`src/rtl/ppl_execute_md_if.sv`:
```
// EX-stage bundle between the ID/EX register, the execute stage and the EX/MEM boundary.
// Optional PPL_EXECUTE_DIV0_FLAG_EN adds the mDivZero retirement flag.
interface ppl_execute_md_if #(parameter int W = 32);
    logic         exValid;
    logic         exWreg;
    logic         exJal;
    logic         exAluImm;
    logic         exShift;
    logic [3:0]   exAluC;
    logic [2:0]   exMdOp;
    logic [W-1:0] expc4;
    logic [W-1:0] exDataA;
    logic [W-1:0] exDataB;
    logic [W-1:0] exDataImm;
    logic [4:0]   exReg0;
    logic         exStall;
    logic         mValid;
    logic         mWreg;
    logic [4:0]   mReg;
    logic [W-1:0] mAlu;
`ifdef PPL_EXECUTE_DIV0_FLAG_EN
    logic         mDivZero;
`endif

    modport master (
        output exValid, exWreg, exJal, exAluImm, exShift, exAluC, exMdOp,
               expc4, exDataA, exDataB, exDataImm, exReg0,
        input  exStall, mValid, mWreg, mReg, mAlu
`ifdef PPL_EXECUTE_DIV0_FLAG_EN
        , input mDivZero
`endif
    );

    modport slave (
        input  exValid, exWreg, exJal, exAluImm, exShift, exAluC, exMdOp,
               expc4, exDataA, exDataB, exDataImm, exReg0,
        output exStall, mValid, mWreg, mReg, mAlu
`ifdef PPL_EXECUTE_DIV0_FLAG_EN
        , output mDivZero
`endif
    );
endinterface

```
`src/rtl/ppl_execute_md.sv`:
```
// Registered MIPS execute stage with iterative multiply/divide and HI/LO.
// Optional PPL_EXECUTE_DIV0_FLAG_EN registers a divide-by-zero flag at retirement.
//
// state | meaning
// IDLE  | single-cycle ops retire each edge; an MD op latches operands and stalls
// RUN   | one shift-add / shift-subtract step per edge, W steps, stall held
// DONE  | sign fix-up, HI/LO written, MD op retires, stall released
module ppl_execute_md #(
    parameter int W        = 32,
    parameter int LINK_REG = 31
) (
    input  logic              clock,
    input  logic              resetn,
    ppl_execute_md_if.slave   bus
);
    localparam int SW = $clog2(W);
    localparam int CW = $clog2(W + 1);

    typedef enum logic [1:0] {IDLE, RUN, DONE} state_t;

    state_t         state, stateNext;
    logic [CW-1:0]  cnt;
    logic [2*W-1:0] acc;
    logic [W-1:0]   opB;
    logic [W-1:0]   hi, lo;
    logic           isDiv, negA, negB;

    logic           isMd, isSignedOp, isDivOp, issue;
    logic [W-1:0]   aluA, aluB, aluRes, magA, magB;
    logic [W-1:0]   result;
    logic [4:0]     dest;
    logic [W:0]     mulHi, divTrial;
    logic [2*W-1:0] stepNext, mulRes;
    logic [W-1:0]   divQ, divR;

    assign isMd       = (bus.exMdOp >= 3'd1) && (bus.exMdOp <= 3'd4);
    assign isSignedOp = (bus.exMdOp == 3'd1) || (bus.exMdOp == 3'd3);
    assign isDivOp    = (bus.exMdOp == 3'd3) || (bus.exMdOp == 3'd4);
    assign issue      = (state == IDLE) && bus.exValid && isMd;

    assign aluA = bus.exShift  ? bus.exDataImm : bus.exDataA;
    assign aluB = bus.exAluImm ? bus.exDataImm : bus.exDataB;
    assign magA = (isSignedOp && bus.exDataA[W-1]) ? -bus.exDataA : bus.exDataA;
    assign magB = (isSignedOp && bus.exDataB[W-1]) ? -bus.exDataB : bus.exDataB;

    always_comb begin
        aluRes = '0;
        casez (bus.exAluC)
            4'b?000: aluRes = aluA + aluB;
            4'b?100: aluRes = aluA - aluB;
            4'b?001: aluRes = aluA & aluB;
            4'b?101: aluRes = aluA | aluB;
            4'b?010: aluRes = aluA ^ aluB;
            4'b?110: aluRes = aluB << 16;
            4'b0011: aluRes = aluB << aluA[SW-1:0];
            4'b0111: aluRes = aluB >> aluA[SW-1:0];
            4'b1111: aluRes = W'($signed(aluB) >>> aluA[SW-1:0]);
            default: aluRes = '0;
        endcase
    end

    always_comb begin
        result = aluRes;
        dest   = bus.exReg0;
        if (bus.exJal) begin
            result = bus.expc4 + W'(4);
            dest   = 5'(LINK_REG);
        end else if (bus.exMdOp == 3'd5) begin
            result = hi;
        end else if (bus.exMdOp == 3'd6) begin
            result = lo;
        end
    end

    // acc holds {partial product | remainder, multiplier | quotient}
    assign mulHi    = {1'b0, acc[2*W-1:W]} + (acc[0] ? {1'b0, opB} : '0);
    assign divTrial = acc[2*W-1:W-1] - {1'b0, opB};
    always_comb begin
        if (isDiv)
            stepNext = divTrial[W] ? {acc[2*W-2:0], 1'b0}
                                   : {divTrial[W-1:0], acc[W-2:0], 1'b1};
        else
            stepNext = {mulHi, acc[W-1:1]};
    end

    assign mulRes = (negA ^ negB) ? -acc : acc;
    assign divQ   = (negA ^ negB) ? -acc[W-1:0] : acc[W-1:0];
    // with a zero divisor the remainder ends up as |A|, so this also restores A
    assign divR   = negA ? -acc[2*W-1:W] : acc[2*W-1:W];

    always_comb begin
        stateNext = state;
        case (state)
            IDLE:    if (issue) stateNext = RUN;
            RUN:     if (cnt == CW'(W - 1)) stateNext = DONE;
            DONE:    stateNext = IDLE;
            default: stateNext = IDLE;
        endcase
    end

    always_comb begin
        bus.exStall = issue || (state == RUN);
    end

    always_ff @(posedge clock or negedge resetn) begin
        if (!resetn) state <= IDLE;
        else         state <= stateNext;
    end

    always_ff @(posedge clock or negedge resetn) begin
        if (!resetn) begin
            cnt        <= '0;
            acc        <= '0;
            opB        <= '0;
            hi         <= '0;
            lo         <= '0;
            isDiv      <= 1'b0;
            negA       <= 1'b0;
            negB       <= 1'b0;
            bus.mValid <= 1'b0;
            bus.mWreg  <= 1'b0;
            bus.mReg   <= '0;
            bus.mAlu   <= '0;
        end else begin
            case (state)
                IDLE: begin
                    if (issue) begin
                        acc        <= {{W{1'b0}}, magA};
                        opB        <= magB;
                        isDiv      <= isDivOp;
                        negA       <= isSignedOp && bus.exDataA[W-1];
                        negB       <= isSignedOp && bus.exDataB[W-1];
                        cnt        <= '0;
                        bus.mValid <= 1'b0;
                        bus.mWreg  <= 1'b0;
                    end else begin
                        bus.mValid <= bus.exValid;
                        bus.mWreg  <= bus.exValid && bus.exWreg;
                        bus.mReg   <= dest;
                        bus.mAlu   <= result;
                    end
                end
                RUN: begin
                    acc        <= stepNext;
                    cnt        <= cnt + 1'b1;
                    bus.mValid <= 1'b0;
                    bus.mWreg  <= 1'b0;
                end
                DONE: begin
                    if (isDiv) begin
                        hi <= divR;
                        lo <= (opB == '0) ? '1 : divQ;
                    end else begin
                        hi <= mulRes[2*W-1:W];
                        lo <= mulRes[W-1:0];
                    end
                    bus.mValid <= 1'b1;
                    bus.mWreg  <= 1'b0;
                end
                default: ;
            endcase
        end
    end

`ifdef PPL_EXECUTE_DIV0_FLAG_EN
    always_ff @(posedge clock or negedge resetn) begin
        if (!resetn) bus.mDivZero <= 1'b0;
        else         bus.mDivZero <= (state == DONE) && isDiv && (opB == '0);
    end
`endif
endmodule

```
`src/flat_wrapper.sv`:
```
// flat-port wrapper written by rule: the top's interface ports become plain ports
module ppl_execute_md_flat 
#(
    parameter int W        = 32,
    parameter int LINK_REG = 31
)
  (clock, resetn, bus_exValid, bus_exWreg, bus_exJal, bus_exAluImm, bus_exShift, bus_exAluC, bus_exMdOp, bus_expc4, bus_exDataA, bus_exDataB, bus_exDataImm, bus_exReg0, bus_exStall, bus_mValid, bus_mWreg, bus_mReg, bus_mAlu);
  ppl_execute_md_if #(.W(W)) bus_i ();
  input  logic clock;
  input  logic resetn;
  input wire logic [$bits(bus_i.exValid)-1:0] bus_exValid;
  input wire logic [$bits(bus_i.exWreg)-1:0] bus_exWreg;
  input wire logic [$bits(bus_i.exJal)-1:0] bus_exJal;
  input wire logic [$bits(bus_i.exAluImm)-1:0] bus_exAluImm;
  input wire logic [$bits(bus_i.exShift)-1:0] bus_exShift;
  input wire logic [$bits(bus_i.exAluC)-1:0] bus_exAluC;
  input wire logic [$bits(bus_i.exMdOp)-1:0] bus_exMdOp;
  input wire logic [$bits(bus_i.expc4)-1:0] bus_expc4;
  input wire logic [$bits(bus_i.exDataA)-1:0] bus_exDataA;
  input wire logic [$bits(bus_i.exDataB)-1:0] bus_exDataB;
  input wire logic [$bits(bus_i.exDataImm)-1:0] bus_exDataImm;
  input wire logic [$bits(bus_i.exReg0)-1:0] bus_exReg0;
  output wire logic [$bits(bus_i.exStall)-1:0] bus_exStall;
  output wire logic [$bits(bus_i.mValid)-1:0] bus_mValid;
  output wire logic [$bits(bus_i.mWreg)-1:0] bus_mWreg;
  output wire logic [$bits(bus_i.mReg)-1:0] bus_mReg;
  output wire logic [$bits(bus_i.mAlu)-1:0] bus_mAlu;
  assign bus_i.exValid = bus_exValid;
  assign bus_i.exWreg = bus_exWreg;
  assign bus_i.exJal = bus_exJal;
  assign bus_i.exAluImm = bus_exAluImm;
  assign bus_i.exShift = bus_exShift;
  assign bus_i.exAluC = bus_exAluC;
  assign bus_i.exMdOp = bus_exMdOp;
  assign bus_i.expc4 = bus_expc4;
  assign bus_i.exDataA = bus_exDataA;
  assign bus_i.exDataB = bus_exDataB;
  assign bus_i.exDataImm = bus_exDataImm;
  assign bus_i.exReg0 = bus_exReg0;
  assign bus_exStall = bus_i.exStall;
  assign bus_mValid = bus_i.mValid;
  assign bus_mWreg = bus_i.mWreg;
  assign bus_mReg = bus_i.mReg;
  assign bus_mAlu = bus_i.mAlu;
  ppl_execute_md #(.W(W), .LINK_REG(LINK_REG)) u_core (.clock(clock), .resetn(resetn), .bus(bus_i));
endmodule
```
`config.mk`:
```
export PLATFORM = sky130hd
export DESIGN_NAME = ppl_execute_md_flat
export DESIGN_NICKNAME = d
export VERILOG_FILES = /design/src/rtl/ppl_execute_md_if.sv /design/src/rtl/ppl_execute_md.sv /design/src/flat_wrapper.sv
export SDC_FILE = /design/constraint.sdc
export NUM_CORES = 1
export LEC_CHECK = 0
export ABC_AREA = 0
export CORE_UTILIZATION = 30
export DETAILED_ROUTE_END_ITERATION = 12
export SETUP_SLACK_MARGIN = 0.4
export SLEW_MARGIN = 0
export SYNTH_ARGS = -nofsm -noshare
export SYNTH_HDL_FRONTEND = slang
export SYNTH_SLANG_ARGS = --single-unit
```
`constraint.sdc`:
```
create_clock -name clock -period 11.4 [get_ports clock]
set_clock_uncertainty 0.15 [all_clocks]
set_input_delay 2.28 -clock clock [delete_from_list [all_inputs] [get_ports clock]]
set_output_delay 2.28 -clock clock [all_outputs]
set_load 0.1 [all_outputs]
```
==> impl_metrics.csv, run 1 <==
group,metric,value,unit
cts,clock_sinks,210,
yosys,postSynthCellCount,3263,
layout,fin_nets,3656,
yosys,synthFlopType,"dfrtp_1",
yosys,synth-seq-area-share,0.209,
floorplan,dieHeight,291,um
layout,drive_gt1_frac,0.0675,
yosys,synth_warnings,0,
layout,syn_to_final_growth,15.0,%
timing,max_slew.worst_pin.slew,1350,ps
setup_path,crit_family,"simple AND/OR/NAND/NOR gates",
timing,rsz0062_at_grt,"false",
cts,cts_buffer_depth,3,
cts,cts.repair.resized,0,
setup_path,crit_arrival,8280,ps
yosys,yosys.area.top_type,"dfrtp_1",
placement,dp_hpwl,87500,um
worst_hold_path,hp-class,"flip-flop to flip-flop",
yosys,synth_common_cells,"328 x nand2_1, 313 x nor2_1, 280 x a21oi_1, 222 x o21ai_0, 212 x mux2i_1",
cts,postCtsHoldBufs,0,
cts,insertion_delay,550,ps
timing,timing.final.hold_violations,0,
routing,drt_pre_antenna_iters,6,
routing,drtIter0Drc,3185,
run,max-cap-violations,0,
routing,num_vias,26500,
cts,cts_tree,"yes",
yosys,synth.most_common_cell,"nand2_1",
yosys,synth_cell_types,96,
floorplan,row_count,105,
yosys,synth-edff-count,0,
timing,slew_headroom,0.0788,
routing,drc_errors,0,
timing,finalSetupViolations,0,
power_and_ir_drop,p_leak,12.1,nW
setup_path,cp_max_fo,20,
setup_path,end_kind,"flip-flop",
yosys,synth_nets,3586,
setup_path,cpPeakStageDelay,780,ps
routing,avgViaCountPerCell,5.99,
placement,placed_area,0.0280,mm^2
yosys,synth_area,0.0251,mm^2
global_routing,grt_pass1_wl,166000,um
timing,tns,0,ps
routing,detail-route-antenna-nets,0,
routing,wl,113000,um
timing,holdWs,329,ps
yosys,synth_area_leaders,"dfrtp_1 21%, ha_1 8.6%, mux2i_1 8.5%",
setup_path,path_cells,"buf_2, buf_4, mux2i_2, nand3_2, nor3_1, nand2b_1, nor4_1, nand3_1, nand2_1, xnor2_1, ha_1, and3_1, a221oi_1, nor2b_1, o21ai_0, o31ai_1, o21a_1, or4_1, a31oi_1",
cts,path_clk_slew,60,ps
floorplan,io_pins,187,
cts,root_buffer,"clkbuf_16",
yosys,async_reset_ff_frac,1.00,
placement,finalWeightedCongestion,1.05,
timing,min_period_over_period,0.700,
power_and_ir_drop,power,0.00693,W
setup_path,critPathRequiredTime,11710,ps
setup_path,startpoint_type,"input port",
routing,wl_per_cell,25.6,um
layout,design_area,0.0289,mm^2
global_routing,grt.total_usage,0.258,
floorplan,initial_utilization,0.305,
placement,pre_cts_slack,3060,ps
timing,fmax,125,MHz
yosys,synth-seq-cells,210,
placement,portBuffers,186,
global_routing,antenna_found_initial,4,
global_routing,grt_pass1_vias,24500,
timing,fin_ws,3420,ps
setup_path,slowest_stage,"nor4_1",
power_and_ir_drop,power_density,240,mW/mm^2
power_and_ir_drop,vdd_ir_drop_max,0.136,mV
setup_path,crit_type,"input port to flip-flop",
cts,htreeDepth,1,
global_routing,grt_overflow,0,
timing,period_minus_slack,7980,ps
global_routing,grt_max_degree,109,
yosys,yosysTopAreaCellShare,0.209,
setup_path,worst-path-buf-inv,2,
cts,cts_setup_buffers,0,
cts,cts_inserted_buffers,25,
floorplan,fp.dieW,291,um
timing,slew_violations,0,
floorplan,core,0.0824,mm^2
yosys,synth_area_per_cell,7.69,um^2
floorplan,dieArea,0.0848,mm^2
status,status,"complete, no violations",
layout,fillers,8682,
==> cells by family (layout without fill, tap and decap cells) <==
group                      Yosys count  count (layout)  synth area share
AOI/OAI and AO/OA                 1039            1039             0.263
xor gates and xnor gates           261             261            0.0914
DFF                                210             210             0.209
and+or+nand+nor                    962             962             0.174
buffers and inverters              340             427            0.0535
other                                0               4                 0
muxes                              275             275             0.120
adders and majority gates          176             176            0.0887
==> layer usage <==
layer,vias to the layer above,GRT usage,share of wire
li1,12000,-,-
met1,12700,0.389,0.46
met2,1544,0.350,0.39
met3,217,0.0575,0.11
met4,0,0.0937,0.041
met5,-,0,0
==> stage by stage <==
step | utilization | std cells
floorplan | - | 3263
global placement | 0.340 | 4376
detailed placement | 0.340 | 4376
CTS | 0.350 | 4420
global route | 0.350 | 4420
finish | 0.350 | 4424
==> worst min-delay path, cell delays in order (launching register included) <==
cell and delay, ps:
dfrtp_1 340, nand2_1 50, o41ai_1 60
==> cell type report <==
type,instances,area [um^2],area share
Timing Repair Buffer,248,2310,0.0801
Antenna cell,4,10.0,0.000347
Multi-Input combinational cell,2713,18600,0.643
Sequential cell,210,5260,0.182
Clock inverter,10,184,0.00637
Clock buffer,34,689,0.0239
Inverter,135,507,0.0176
Tap cell,1070,1340,0.0464
==> where the power goes <==
group	switching [W]	internal, W	total [W]
combinational	0.00291	0.00157	0.00448
clock	0.000345	0.000536	0.000880
sequential	0.000476	0.00109	0.00157
==> cell usage in the layout, fill, tap and decap left out, types with 16 or more instances in the layout <==
cell type,instances
a211oi_1,49
a21o_1,51
a21oi_1,279
a221oi_1,23
a22oi_1,26
a31oi_1,43
and2_1,18
and3_1,18
buf_4,62
clkbuf_16,25
clkdlybuf4s50_1,181
dfrtp_1,209
ha_1,171
inv_1,117
inv_2,16
mux2_2,37
mux2i_1,210
nand2_1,326
nand2b_1,24
nand3_1,53
nand4_1,20
nor2_1,311
nor2b_1,18
nor3_1,64
nor4_1,29
o211ai_1,36
o21a_1,25
o21ai_0,222
o21ai_1,63
o221ai_1,23
o22ai_1,18
o31ai_1,33
o41ai_1,19
or3_1,26
xnor2_1,140
xor2_1,120
==> registers in the layout, indices dropped and copies added, names as in the netlist, 2 cells and up <==
signal           count
u_core.opB          32
u_core.acc          64
u_core.cnt           6
u_core.bus.mAlu     32
u_core.bus.mReg      5
u_core.state         2
u_core.lo           32
u_core.hi           32
==> worst paths after layout <==
check                                 start                  end  slack, ps  cells past startpoint
setup / recovery               bus_exAluImm  u_core.bus.mAlu[30]       3420                     19
hold / removal             u_core.bus.mWreg     u_core.bus.mWreg        330                      2
setup reg to reg             u_core.acc[31]       u_core.acc[55]       6490                     15
hold reg to reg            u_core.bus.mWreg     u_core.bus.mWreg        330                      2
max in group asynchronous            resetn       u_core.acc[33]       7470                      3
min in group asynchronous            resetn       u_core.acc[54]       1650                      1
Power figures use the tool's default switching activity.
==> run 2, diff against run 1 <==
clock period = 7.06 ns   (was 11.4 ns; I/O delays follow)
==> run 2 against run 1 <==
First-iteration DRC count increased by 14%. Cell count rose by 1.2%. Largest power group unchanged. Register-to-register slack lost 4300 ps. Sequential power grew 59%. Routed wire length is 1.3% lower. Clock power rose by 47%. Critical path type unchanged. Worst hold slack gained 3.3 ps. Global-route usage down 0.32 points. Total power is 61% higher. Non-clock buffer count is 59 higher. Flip-flop and latch count did not move.
==> impl_metrics.csv, run 2 (synthesized netlist as in run 1, its figures left out) <==
group,metric,value,unit
status,status,"complete, no violations",
timing,fmax,163,MHz
setup_path,crit_type,"input port to flip-flop",
layout,final_cells,4478,
timing,tns,0,ps
power_and_ir_drop,power,0.0111,W
layout,largest_reg_flops,64,
timing,max_slew.worst_pin.slew,1240,ps
layout,drive_gt1_frac,0.0840,
layout,utilization,0.355,
routing,wl_per_cell,25.0,um
routing,avgViaCountPerCell,5.96,
global_routing,antenna_found_initial,3,
cts,cts_setup_buffers,0,
global_routing,grt_overflow,0,
cts,path_clk_slew,60,ps
floorplan,initial_utilization,0.305,
cts,clock_sinks,210,
floorplan,row_count,105,
layout,fin_nets,3713,
cts,postCtsHoldBufs,0,
floorplan,fp.dieW,291,um
timing,fin_ws,925,ps
cts,cts_buffer_depth,3,
timing,finalSetupViolations,0,
placement,portBuffers,186,
timing,slew_violations,0,
routing,drtIter0Drc,3628,
layout,final_cell_mix,"326 x nand2_1, 311 x nor2_1, 279 x a21oi_1",
cts,insertion_delay,550,ps
setup_path,cp_max_fo,9,
floorplan,dieHeight,291,um
floorplan,io_pins,187,
cts,cts_inserted_buffers,23,
run,max-cap-violations,0,
timing,timing.final.hold_violations,0,
layout,final_common_cell,"nand2_1",
power_and_ir_drop,vdd_ir_drop_max,0.287,mV
routing,num_vias,26700,
setup_path,critPathRequiredTime,7310,ps
layout,regMostFlops,"u_core.acc",
setup_path,end_kind,"flip-flop",
power_and_ir_drop,power_density,381,mW/mm^2
floorplan,dieArea,0.0848,mm^2
global_routing,grt_max_degree,117,
setup_path,startpoint_type,"input port",
routing,drt_pre_antenna_iters,5,
setup_path,crit_arrival,6380,ps
cts,root_buffer,"clkbuf_16",
worst_hold_path,hp-class,"flip-flop to flip-flop",
placement,pre_cts_slack,499,ps
routing,drc_errors,0,
global_routing,grt.total_usage,0.255,
routing,wl,112000,um
placement,dp.cells,4435,
timing,slew_headroom,0.173,
global_routing,grt_pass1_vias,24600,
timing,rsz0062_at_grt,"false",
placement,finalWeightedCongestion,1.02,
power_and_ir_drop,p_leak,12.3,nW
routing,detail-route-antenna-nets,0,
floorplan,core,0.0824,mm^2
placement,dp_hpwl,88800,um
cts,cts.repair.resized,0,
global_routing,grt_pass1_wl,165000,um
layout,syn_to_final_growth,16.5,%
timing,min_period_over_period,0.869,
cts,cts_tree,"yes",
timing,period_minus_slack,6130,ps
cts,htreeDepth,1,
run 2: final cells by class:
cell class	count	area (um^2)
Fill cell	8708	53100
Clock inverter	13	153
Clock buffer	28	614
Tap cell	1070	1340
Sequential cell	210	5260
Timing Repair Buffer	307	2790
Multi-Input combinational cell	2713	18600
Inverter	135	507
Antenna cell	2	5.00
run 2: through the flow:
step                      hold WS (ps)  cell area [um^2]
after floorplan                    300             25100
after global placement             320             28500
after detailed placement           328             28500
after CTS                          343             29200
after global routing               364             29200
final                              333             29200
run 2: per-layer routing:
layer	routed length (um)	GRT usage	vias up
met2	43900	0.352	1495
met4	3380	0.0693	0
li1	-	-	12200
met5	0	0	-
met3	12600	0.0502	163
met1	51900	0.392	12900
run 2: path summary, 6_finish.rpt:
check / end / start / cells past startpoint / slack (ps)
setup / recovery: u_core.bus.mAlu[31] / bus_exDataB[4] / 17 / 930
hold / removal: u_core.bus.mAlu[4] / u_core.bus.mAlu[4] / 2 / 330
setup reg to reg: u_core.acc[55] / u_core.acc[31] / 15 / 2230
hold reg to reg: u_core.bus.mAlu[4] / u_core.bus.mAlu[4] / 2 / 330
max in group asynchronous: u_core.hi[6] / resetn / 2 / 4800
min in group asynchronous: u_core.state[1] / resetn / 1 / 740
run 2: report_power, final:
part | switching (W) | internal (W)
logic | 0.00475 | 0.00259
registers | 0.000738 | 0.00177
clock network | 0.000561 | 0.000732
total | 0.00605 | 0.00509
run 2: worst max-delay path, stage by stage:
cell and delay (ps):
clkdlybuf4s50_1 560, mux2i_4 460, nand3_2 190, or4_4 600, o41ai_1 340, xnor2_1 170
ha_1 300, and2_1 130, nand3_1 120, a2111oi_0 270, o21ai_0 270, a21oi_1 400
o221ai_1 260, a31o_2 290, xnor2_1 120, a221oi_1 360, o21ai_1 130
